File: config.mk
export PLATFORM = sky130hd
export DESIGN_NAME = ir_strobe_ctrl
export DESIGN_NICKNAME = d
export VERILOG_FILES = /design/src/rtl/ir_strobe_ctrl.sv
export SDC_FILE = /design/constraint.sdc
export NUM_CORES = 1
export LEC_CHECK = 0
export ABC_CLOCK_PERIOD_IN_PS = 6500
export CELL_PAD_IN_SITES_DETAIL_PLACEMENT = 1
export CELL_PAD_IN_SITES_GLOBAL_PLACEMENT = 2
export CORE_MARGIN = 8
export CORE_UTILIZATION = 33
export DETAILED_ROUTE_END_ITERATION = 16
export HOLD_SLACK_MARGIN = 0.12
export PLACE_DENSITY_LB_ADDON = 0.1
export RECOVER_POWER = 100
export SLEW_MARGIN = 40
export SYNTH_ARGS = -nofsm -noshare
export SYNTH_HDL_FRONTEND = slang
export SYNTH_SLANG_ARGS = --single-unit
File: constraint.sdc
create_clock -name clk -period 6.5 [get_ports clk]
set_input_delay 1.3 -clock clk [delete_from_list [all_inputs] [get_ports clk]]
set_output_delay 1.3 -clock clk [all_outputs]
set_load 0.05 [all_outputs]
File: src/rtl/ir_strobe_ctrl.sv
`default_nettype none
// ============================================================================
// Module      : ir_strobe_ctrl
// Description : Burst strobe generator for the IR / barcode LED enables.
//               A rising edge on trig, taken in IDLE with the strobe enabled,
//               starts a burst:
//                 optional delay -> pulses x (on, off) -> one-cycle DONE.
//               The configuration is captured at the start edge. abort
//               returns to IDLE at once. rst clears everything.
// Ports       : clk, rst            - clock, synchronous active-high reset
//               cfg_en              - strobe enable
//               cfg_mode            - 0: irled_en, 1: barcode_en
//               cfg_delay/on/off    - timing in cycles (CNT_W bits)
//               cfg_pulses          - pulses per burst (PCNT_W bits)
//               trig                - frame-sync level; rising edge starts
//               abort               - immediate termination of a burst
//               irled_en/barcode_en - LED enables (registered)
//               busy                - high outside IDLE (registered)
//               done                - one-cycle pulse on normal completion
// Revision    : 1.0 - initial release
// ============================================================================
module ir_strobe_ctrl #(
    parameter int CNT_W  = 16,
    parameter int PCNT_W = 8
) (
    input  logic              clk,
    input  logic              rst,
    input  logic              cfg_en,
    input  logic              cfg_mode,
    input  logic [CNT_W-1:0]  cfg_delay,
    input  logic [CNT_W-1:0]  cfg_on,
    input  logic [CNT_W-1:0]  cfg_off,
    input  logic [PCNT_W-1:0] cfg_pulses,
    input  logic              trig,
    input  logic              abort,
    output logic              irled_en,
    output logic              barcode_en,
    output logic              busy,
    output logic              done
);

    localparam logic [2:0] c_ST_IDLE  = 3'd0;
    localparam logic [2:0] c_ST_DELAY = 3'd1;
    localparam logic [2:0] c_ST_ON    = 3'd2;
    localparam logic [2:0] c_ST_OFF   = 3'd3;
    localparam logic [2:0] c_ST_DONE  = 3'd4;

    localparam logic [CNT_W-1:0]  c_CNT_ONE  = CNT_W'(1);
    localparam logic [PCNT_W-1:0] c_PCNT_ONE = PCNT_W'(1);

    // State and counters
    logic [2:0]        r_state;
    logic [CNT_W-1:0]  r_cnt;
    logic [PCNT_W-1:0] r_pcnt;

    // Configuration captured at the start edge
    logic              r_mode;
    logic [CNT_W-1:0]  r_on;
    logic [CNT_W-1:0]  r_off;

    logic              r_trig_d;

    // Output flops
    logic              r_irled;
    logic              r_barcode;
    logic              r_busy;
    logic              r_done;

    // Next-state values
    logic [2:0]        w_state_nxt;
    logic [CNT_W-1:0]  w_cnt_nxt;
    logic [PCNT_W-1:0] w_pcnt_nxt;
    logic              w_mode_nxt;
    logic [CNT_W-1:0]  w_on_nxt;
    logic [CNT_W-1:0]  w_off_nxt;
    logic              w_trig_edge;
    logic              w_start;

    assign w_trig_edge = trig & ~r_trig_d;

    // A burst with zero on-time or zero pulses would be empty, so such a
    // trigger is simply ignored.
    assign w_start = (r_state == c_ST_IDLE) & w_trig_edge & cfg_en &
                     (|cfg_on) & (|cfg_pulses);

    // Each timed state loads its length into r_cnt on entry and leaves when
    // the count is 1, so a length of N occupies exactly N cycles and the
    // counter never has to pass through zero.
    always_comb begin
        w_state_nxt = r_state;
        w_cnt_nxt   = r_cnt;
        w_pcnt_nxt  = r_pcnt;
        w_mode_nxt  = r_mode;
        w_on_nxt    = r_on;
        w_off_nxt   = r_off;

        case (r_state)
            c_ST_IDLE: begin
                if (w_start) begin
                    w_mode_nxt = cfg_mode;
                    w_on_nxt   = cfg_on;
                    w_off_nxt  = cfg_off;
                    w_pcnt_nxt = cfg_pulses;
                    if (cfg_delay != '0) begin
                        w_state_nxt = c_ST_DELAY;
                        w_cnt_nxt   = cfg_delay;
                    end else begin
                        w_state_nxt = c_ST_ON;
                        w_cnt_nxt   = cfg_on;
                    end
                end
            end

            c_ST_DELAY: begin
                if (r_cnt == c_CNT_ONE) begin
                    w_state_nxt = c_ST_ON;
                    w_cnt_nxt   = r_on;
                end else begin
                    w_cnt_nxt = r_cnt - c_CNT_ONE;
                end
            end

            c_ST_ON: begin
                if (r_cnt == c_CNT_ONE) begin
                    w_pcnt_nxt = r_pcnt - c_PCNT_ONE;
                    if (r_pcnt == c_PCNT_ONE) begin
                        w_state_nxt = c_ST_DONE;
                        w_cnt_nxt   = '0;
                    end else if (r_off != '0) begin
                        w_state_nxt = c_ST_OFF;
                        w_cnt_nxt   = r_off;
                    end else begin
                        // Back-to-back pulses: output stays high.
                        w_state_nxt = c_ST_ON;
                        w_cnt_nxt   = r_on;
                    end
                end else begin
                    w_cnt_nxt = r_cnt - c_CNT_ONE;
                end
            end

            c_ST_OFF: begin
                if (r_cnt == c_CNT_ONE) begin
                    w_state_nxt = c_ST_ON;
                    w_cnt_nxt   = r_on;
                end else begin
                    w_cnt_nxt = r_cnt - c_CNT_ONE;
                end
            end

            c_ST_DONE: begin
                w_state_nxt = c_ST_IDLE;
            end

            default: begin
                w_state_nxt = c_ST_IDLE;
                w_cnt_nxt   = '0;
                w_pcnt_nxt  = '0;
            end
        endcase

        // abort wins over everything, including a coincident start in IDLE.
        if (abort) begin
            w_state_nxt = c_ST_IDLE;
            w_cnt_nxt   = '0;
            w_pcnt_nxt  = '0;
        end
    end

    always_ff @(posedge clk) begin
        if (rst) begin
            r_state   <= c_ST_IDLE;
            r_cnt     <= '0;
            r_pcnt    <= '0;
            r_mode    <= 1'b0;
            r_on      <= '0;
            r_off     <= '0;
            // Treat trig as already high so a level held through reset
            // release is not mistaken for a new edge.
            r_trig_d  <= 1'b1;
            r_irled   <= 1'b0;
            r_barcode <= 1'b0;
            r_busy    <= 1'b0;
            r_done    <= 1'b0;
        end else begin
            r_state   <= w_state_nxt;
            r_cnt     <= w_cnt_nxt;
            r_pcnt    <= w_pcnt_nxt;
            r_mode    <= w_mode_nxt;
            r_on      <= w_on_nxt;
            r_off     <= w_off_nxt;
            r_trig_d  <= trig;
            // Outputs are registered copies of the next-state decode, so
            // each output comes straight from a flop.
            r_irled   <= (w_state_nxt == c_ST_ON) & ~w_mode_nxt;
            r_barcode <= (w_state_nxt == c_ST_ON) &  w_mode_nxt;
            r_busy    <= (w_state_nxt != c_ST_IDLE);
            r_done    <= (w_state_nxt == c_ST_DONE);
        end
    end

    assign irled_en   = r_irled;
    assign barcode_en = r_barcode;
    assign busy       = r_busy;
    assign done       = r_done;

endmodule
`default_nettype wire

; ---- After elaboration in Yosys (flattened, before gate mapping)
; Index checks and enable logic that the tools add are counted.
[word_totals]
ff_bits = 65
in_bits = 62
output_inout_bits = 4
wordCells = 66
[op_classes]
add_sub_neg = 2
n_eq_ne = 10
n_mux = 20
bitwise_logic = 11
reduce_logical = 12
[op_table]
columns = operator, count
row1 = 16-bit two-way mux, 6
row2 = 16-bit one-hot mux with 4 select lines, 1
row3 = 16-bit nonzero test, 2
row4 = 8-bit one-hot mux with 3 select lines, 1
row5 = 16-bit by 1-bit == test with 1-bit output (second input constant), 1
row6 = 8-bit two-way mux, 2
row7 = 16-bit OR reduction, 1
row8 = 16-bit by 1-bit subtractor with 16-bit output (second input constant), 1
row9 = 3-bit two-way mux, 5
row10 = 3-bit by 2-bit == test with 1-bit output (second input constant), 3
row11 = 3-bit one-hot mux with 3 select lines, 1
row12 = 8-bit by 1-bit == test with 1-bit output (second input constant), 1
row13 = 8-bit OR reduction, 1
row14 = 8-bit by 1-bit subtractor with 8-bit output (second input constant), 1
row15 = 1-bit AND, 7
row16 = 3-bit == test (second input constant), 2
row17 = 2-bit inequality test (second input constant), 2
row18 = 1-bit inverter, 4
row19 = 2-bit AND reduction, 2
row20 = 2-bit OR reduction, 2
row21 = 3-bit by 1-bit == test with 1-bit output (second input constant), 1
row22 = 3-bit zero test, 1
row23 = 1-bit two-way mux, 3
row24 = 3-bit AND reduction, 1
row25 = other kinds (3), 3

; ---- Logic depth before layout (Yosys ltp)
; Gate-level depths: netlist of run 1.
[depth]
depth_word = 11
depth_mapped = 9
depth_no_buf = 8

; ---- Worst setup path before layout of run 1
; Ideal clock, no wire load.
[synth_path]
path_kind = input port to flip-flop
start = input port rst
end = register r_pcnt[3]
setup_time_ps = 58
arrival_ps = 2676
t_required_ps = 6442
path_slack_ps = 3766
cell_stages = 6
path_buffers = 2
path_cell_list = clkbuf_1 or2_2 clkbuf_1 or3_1 a2111oi_2 a31o_2
[synth_via]
elab_chain_len = 1
[synth_rtl]
columns = element, line
row1 = from (decl), 27  ; input logic rst,
row2 = 2-bit OR reduction (no source line), n/a
row3 = to (signal assigned), 188  ; r_pcnt <= w_pcnt_nxt;
row4 = to (decl), 54  ; logic [PCNT_W-1:0] r_pcnt;
; No other way between the ends.
; A chain may end at the register's enable or synchronous reset.

; ---- Worst setup path in the final report of run 1
[layout_path]
start = input port rst
end = register r_cnt[10]
[layout_via]
elab_chain_len = 1
[layout_rtl]
columns = element, line
row1 = 2-bit OR reduction (no source line), n/a
row2 = to (signal assigned), 187  ; r_cnt <= w_cnt_nxt;
row3 = to (decl), 53  ; logic [CNT_W-1:0] r_cnt;
; No other way between the ends.

==> results of run 1 <==
[power by group]
| part | total, uW | switching (uW) | internal (uW) |
|---|---|---|---|
| sequential | 412 | 6.99 | 405 |
| combinational | 118 | 58.3 | 59.9 |
| clock | 379 | 163 | 216 |
| total | 909 | 229 | 681 |
[layer usage]
metal | global-route usage, % | wire length [um] | part of all wire, %
met1 | 24.0 | 6370 | 50
met2 | 27.8 | 5790 | 45
met3 | 3.26 | 461 | 3.6
met4 | 6.71 | 238 | 1.9
met5 | 0 | 0 | 0
[worst max-delay path by stage]
stage,from,endpoint,slack (ps)
CTS,cfg_pulses[2],r_cnt[3],2910
detailed placement,cfg_pulses[2],r_cnt[3],2530
finish,rst,r_cnt[10],2190
global placement,cfg_on[5],irled_en,2520
global route,rst,r_cnt[14],1940
floorplan,rst,r_pcnt[3],3770
[logic make-up (layout without fill, tap and decap cells)]
logic type	after synthesis	in the layout	share of synthesized area (%)
buffers and inverters	33	95	4.68
adder cells (fa/ha/maj)	4	4	1.39
XOR/XNOR	12	12	2.91
AND/OR/NAND/NOR	164	164	22.4
AO/OA/AOI/OAI	121	121	22.2
multiplexers	36	36	10.3
flip-flops	65	65	36.1
[state kept, by name (all words and copies together) (netlist names)]
| register | cells |
|---|---|
| barcode_en | 1 |
| busy | 1 |
| r_off | 16 |
| r_trig_d | 1 |
| r_mode | 1 |
| r_state | 3 |
| irled_en | 1 |
| done | 1 |
| r_on | 16 |
| r_pcnt | 8 |
| r_cnt | 16 |
[worst max-delay path, stage by stage]
cell	delay, ps
dlygate4sd3_1	520
clkbuf_1	1210
or2_0	460
nor2_1	130
nand2_1	360
inv_1	250
a22oi_1	200
o21ai_0	100
[cells in the final DEF, fill, tap and decap left out, types with 4 or more instances in the layout]
| cell type | count |
|---|---|
| nand2_1 | 36 |
| a31oi_1 | 5 |
| clkdlybuf4s50_1 | 59 |
| inv_1 | 9 |
| a22o_1 | 7 |
| clkbuf_8 | 9 |
| or3_1 | 4 |
| buf_4 | 4 |
| a211oi_1 | 5 |
| dfxtp_1 | 65 |
| nor4_1 | 17 |
| a22oi_1 | 8 |
| nor2_1 | 57 |
| nand3_1 | 8 |
| mux2i_1 | 36 |
| ha_1 | 4 |
| nor3b_1 | 4 |
| and4_1 | 4 |
| xnor2_1 | 5 |
| xor2_1 | 7 |
| nor2b_1 | 5 |
| o22ai_1 | 8 |
| nor3_1 | 13 |
| o21ai_0 | 29 |
| dlygate4sd3_1 | 6 |
| a21oi_1 | 35 |
[layout make-up]
type	count	area [sq um]
Fill cell	1322	6220
Clock buffer	11	131
Sequential cell	65	1300
Inverter	9	33.8
Multi-Input combinational cell	337	2120
Timing Repair Buffer	70	684
Tap cell	140	175
Clock inverter	5	80.1
[stage by stage]
step / power, uW / hold slack [ps]
6_report: 909 / 502
5_1_grt: 950 / 533
4_1_cts: 923 / 509
3_5_place_dp: 541 / 491
3_3_place_gp: 540 / 477
2_1_floorplan: 478 / 463
==> metrics.md, run 1 <==
| Metric | Value |
|---|---|
| Reg2Reg Depth | `7` |
| Cells after synthesis | `435` |
| Post-DP Area | `4320 sq um` |
| WP data arrival | `4530 ps` |
| Synth top area share | `36.1%` |
| Crit-path max FO | `37` |
| Worst VDD drop | `0.107 mV` |
| Worst slack at placement | `2530 ps` |
| Endpoints failing hold | `0` |
| CTS buffer count | `9` |
| Worst skew pair latency | `350 ps` |
| Die area | `14,500 sq um` |
| Top-count cell post-synth | `dfxtp_1` |
| Post-synthesis sequential area ratio | `36.1%` |
| Number of synthesized register bits | `65` |
| DR pass1 iterations | `4` |
| Post-CTS setup buffers | `0` |
| Final setup fails | `0` |
| R2R Path End | `r_cnt[3]` |
| Power per Cell Area | `201 nW/um^2` |
| Dpl cells | `619` |
| Clk_skew | `6.78 ps` |
| Syn nets | `501` |
| Cell area after synthesis | `3610 sq um` |
| Final nets | `558` |
| Area contributors post-synth | `dfxtp_1 (36%), mux2i_1 (9.7%), nor2_1 (6.0%)` |
| Final Max Slew Viols | `38` |
| Post-DRT Antenna Nets | `0` |
| Worst Hold End | `r_on[3]` |
| Reg2reg start | `r_state[1]` |
| Relative slew slack | `-12.4%` |
| Peak Freq | `232 MHz` |
| Top post-synthesis cells by count | `dfxtp_1 (65), nor2_1 (58), nand2_1 (36)` |
| Leak pwr | `0.00189 uW` |
| Global-route usage over all layers | `17.8%` |
| Flop-to-flop setup slack | `3240 ps` |
| DP Wirelength | `10.1 mm` |
| Clock transition at path regs | `70 ps` |
| Starting density of the core | `33.6%` |
| Num ports | `66` |
| Hold crit path type | `reg2reg` |
| Tmin final | `4310 ps` |
| Vias in the first global route | `3,636` |
| Outcome | `finished, violations left` |
| CTS Sinks | `65` |
| Period utilisation layout | `66.3%` |
| WL/cell | `20.2 um` |
| Vias after detailed routing | `3,494` |
| Max Cap Viol | `1` |
| Finished Core Util | `42.1%` |
| H-tree levels | `3` |
| Ys async rst share | `0%` |
| Initial antenna violation count | `0` |
| Failing checks | `capacitance limit, slew limit` |
| DRT Wirelength | `12.9 mm` |
| Yosys warning count | `0` |
| Sum Neg Setup Slack | `0 ps` |
| GP Congestion | `0.801` |
| CTS tree | `yes` |
| Mean post-synth cell area | `8.29 sq um` |
| Number of synthesized flops with an enable pin | `0` |
| Post-route cell area | `4520 sq um` |
| Total core area | `10,700 sq um` |
| WHS Path Cells | `2` |
| Die Ht | `121 um` |
| Final instance count without filler cells | `637` |
| P&R area growth vs syn | `25.4%` |
| Chip width | `121 um` |
| Slew @ Worst Pin | `1690 ps` |
| CTS resizes | `0` |
| Ys flop type | `dfxtp_1` |
| Synth unique cells | `55` |
| Deepest clock path buffer count | `2` |
| Share of layout cells above drive strength 1 | `6.04%` |
| CP Class | `in2reg` |
| # DRC | `0` |
| Hold buffers post-CTS | `0` |
| Largest net degree at the start of global routing | `38` |
| Grt ovf | `0` |
| CP Capture Type | `register` |
| Rows | `38` |
| Number of inserted diodes | `0` |
| RSZ-0062 raised after global routing | `no` |
| Area leader, netlist | `dfxtp_1` |
| CP required | `6720 ps` |
| Clock Tree Root | `clkbuf_8` |
| Buffers added on ports | `65` |
| Type of origin of the critical path | `primary input` |
| Hold_sp | `r_on[3]` |
| Final WS setup | `2190 ps` |
| Drt initial violations | `188` |
| Post-DR vias/cell | `5.49` |
| First-pass GRT wire length | `20.5 mm` |
(Power assumes the default switching activity.)
==> run 2, diff against run 1 <==
--- a/config.mk
+++ b/config.mk
@@ -5,11 +5,11 @@
 export SDC_FILE = /design/constraint.sdc
 export NUM_CORES = 1
 export LEC_CHECK = 0
-export ABC_CLOCK_PERIOD_IN_PS = 6500
+export ABC_CLOCK_PERIOD_IN_PS = 3500
 export CELL_PAD_IN_SITES_DETAIL_PLACEMENT = 1
 export CELL_PAD_IN_SITES_GLOBAL_PLACEMENT = 2
 export CORE_MARGIN = 8
-export CORE_UTILIZATION = 33
+export CORE_UTILIZATION = 28
 export DETAILED_ROUTE_END_ITERATION = 16
 export HOLD_SLACK_MARGIN = 0.12
 export PLACE_DENSITY_LB_ADDON = 0.1
==> constraint.sdc (replaced) <==
create_clock -name clk -period 3.5 [get_ports clk]
set_input_delay 0.7 -clock clk [delete_from_list [all_inputs] [get_ports clk]]
set_output_delay 0.7 -clock clk [all_outputs]
set_load 0.05 [all_outputs]
==> run 2 against run 1 <==
  * The flow now finishes without violations
  * Power grew 110%
  * Critical path depth shrank 1
  * Final cell count grew 6.1%
  * Clock skew shrank 2.2 ps
  * Flip-flop and latch count is the same
  * Cell area grew 3.9%
  * Routed wire length grew 3.9%
  * Hold slack lost 2.9 ps
  * Sequential share of layout area shrank 1.1 points
  * Clock-buffer cell count is the same
  * Setup slack lost 1700 ps
  * Critical path type unchanged
  * Largest cell class unchanged
==> metrics.md, run 2 (same netlist as run 1, synthesis figures left out) <==
| Metric | Value |
|---|---|
| RSZ-0062 raised after global routing | `no (unchanged)` |
| Final nets | `565 (was 558)` |
| Initial antenna violation count | `0 (unchanged)` |
| Final instance count without filler cells | `676 (was 637)` |
| P&R area growth vs syn | `30.3% (was 25.4%)` |
| Largest regs | `r_cnt: 16 flops, r_off: 16 flops, r_on: 16 flops (unchanged)` |
| Peak Freq | `332 MHz` |
| Crit-path max cell delay | `580 ps (was 1210 ps)` |
| H-tree levels | `3 (unchanged)` |
| Relative slew slack | `36.8% (was -12.4%)` |
| CP required | `3710 ps (was 6720 ps)` |
| Grt ovf | `0 (unchanged)` |
| DR pass1 iterations | `4 (unchanged)` |
| Vias in the first global route | `3,604 (was 3,636)` |
| Post-CTS setup buffers | `0 (unchanged)` |
| Power per Cell Area | `402 nW/um^2 (was 201 nW/um^2)` |
| Worst skew pair latency | `330 ps (was 350 ps)` |
| Num ports | `66 (unchanged)` |
| Tot Pwr | `1890 uW (was 909 uW)` |
| CP Cell Sequence | `dlygate4sd3_1 -> nor4_1 -> and4_1 -> or2_0 -> buf_4 -> mux2i_1 -> nor2_1 (was dlygate4sd3_1 -> clkbuf_1 -> or2_0 -> nor2_1 -> nand2_1 -> inv_1 -> a22oi_1 -> o21ai_0)` |
| CTS buffer count | `9 (unchanged)` |
| Tmin final | `3010 ps` |
| Dpl cells | `660 (was 619)` |
| Gr busiest metal | `met2 (unchanged)` |
| Buffers added on ports | `65 (unchanged)` |
| Endpoints failing hold | `0 (unchanged)` |
| Share of layout cells above drive strength 1 | `7.34% (was 6.04%)` |
| Clk_skew | `4.55 ps (was 6.78 ps)` |
| Leak pwr | `0.00196 uW (was 0.00189 uW)` |
| Chip width | `129 um (was 121 um)` |
| Slowest-stage cell, CP | `dlygate4sd3_1 (was clkbuf_1)` |
| Drt initial violations | `143 (was 188)` |
| Rows | `41 (was 38)` |
| DRT Wirelength | `13.4 mm (was 12.9 mm)` |
| Met2 usage | `25.9% (was 27.8%)` |
| Global-route usage over all layers | `16.5% (was 17.8%)` |
| Fillers | `1,570 (was 1,322)` |
| Clock Tree Root | `clkbuf_16 (was clkbuf_8)` |
| CP Capture Type | `register (unchanged)` |
| Period utilisation layout | `85.9%` |
| Post-DR vias/cell | `5.22 (was 5.49)` |
| Slew @ Worst Pin | `938 ps (was 1690 ps)` |
| Number of inserted diodes | `0 (unchanged)` |
| Die Ht | `129 um (was 121 um)` |
| Sum Neg Setup Slack | `0 ps (unchanged)` |
| Max Cap Viol | `0 (was 1)` |
| WL/cell | `19.8 um (was 20.2 um)` |
| Post-DRT Antenna Nets | `0 (unchanged)` |
| Deepest clock path buffer count | `2 (unchanged)` |
| Starting density of the core | `28.6% (was 33.6%)` |
| First-pass GRT wire length | `21.0 mm (was 20.5 mm)` |
| Crit-path max FO | `18 (was 37)` |
| Hold buffers post-CTS | `0 (unchanged)` |
| Met3 Use GR | `2.79% (was 3.26%)` |
| Hold crit path type | `reg2reg (unchanged)` |
| # DRC | `0 (unchanged)` |
| CTS Sinks | `65 (unchanged)` |
| Largest net degree at the start of global routing | `37 (was 38)` |
| Worst VDD drop | `0.157 mV (was 0.107 mV)` |
| Outcome | `complete, no violations (was finished, violations left)` |
| Die area | `16,800 sq um (was 14,500 sq um)` |
| Most common cell after layout, fill and taps aside | `dfxtp_1 (unchanged)` |
| Commonest cells after routing, fill and taps aside | `dfxtp_1 (65), clkdlybuf4s50_1 (59), nor2_1 (58) (was dfxtp_1 (65), clkdlybuf4s50_1 (59), nor2_1 (57))` |
| CTS tree | `yes (unchanged)` |
| Final setup fails | `0 (unchanged)` |
| Clock transition at path regs | `60 ps (was 70 ps)` |
| GP Congestion | `0.816 (was 0.801)` |
| Final Max Slew Viols | `0 (was 38)` |
| CTS resizes | `0 (unchanged)` |
| Type of origin of the critical path | `primary input (unchanged)` |
| Total core area | `12,600 sq um (was 10,700 sq um)` |
| CP Class | `in2reg (unchanged)` |
| WP data arrival | `3220 ps (was 4530 ps)` |
| Vias after detailed routing | `3,527 (was 3,494)` |
| Met1 usage | `22.3% (was 24.0%)` |
| DP Wirelength | `10.7 mm (was 10.1 mm)` |
## run 2: per-layer routing
metal | routed length (um) | up-vias
met2 | 6240 | 60
met4 | 138 | 0
met1 | 6590 | 1725
li1 | - | 1732
met5 | 0 | -
met3 | 394 | 10
## run 2: area by class of cell
type | count | area [sq um] | area share, %
inverters | 9 | 33.8 | 0.719
repair buffers | 77 | 733 | 15.6
flip-flops and latches | 65 | 1300 | 27.7
multi-input cells | 337 | 2130 | 45.3
well taps | 172 | 215 | 4.58
clock buffers | 11 | 233 | 4.95
clock inverters | 5 | 56.3 | 1.20
## run 2: path summary, 6_finish.rpt
check	to	depth (start not counted)	slack, ps	start
min	r_on[8]	2	500	r_on[8]
max	r_off[5]	7	490	cfg_on[5]
min reg2reg	r_on[8]	2	500	r_on[8]
max reg2reg	r_pcnt[3]	6	600	r_state[2]
## run 2: worst max-delay path, delay by kind of cell
| family | cells | cell delay (ps) |
|---|---|---|
| AND/OR/NAND/NOR | 4 | 1290 |
| multiplexers | 1 | 220 |
| buffers and inverters | 2 | 1000 |
## run 2: report_power, final
| part | switching, uW | internal [uW] | total [uW] |
|---|---|---|---|
| sequential | 12.8 | 753 | 766 |
| clock | 350 | 551 | 900 |
| combinational | 111 | 113 | 224 |
| total | 474 | 1420 | 1890 |
## run 2: metrics by stage
stage | hold slack (ps) | utilization, % | instance area [sq um] | setup slack, ps
3_5_place_dp | 492 | 35.1 | 4430 | 544
6_report | 499 | 37.2 | 4700 | 492
5_1_grt | 528 | 37.2 | 4700 | 369
4_1_cts | 505 | 37.4 | 4720 | 879
3_3_place_gp | 475 | 35.1 | 4430 | 619
2_1_floorplan | 463 | - | 3610 | 1370
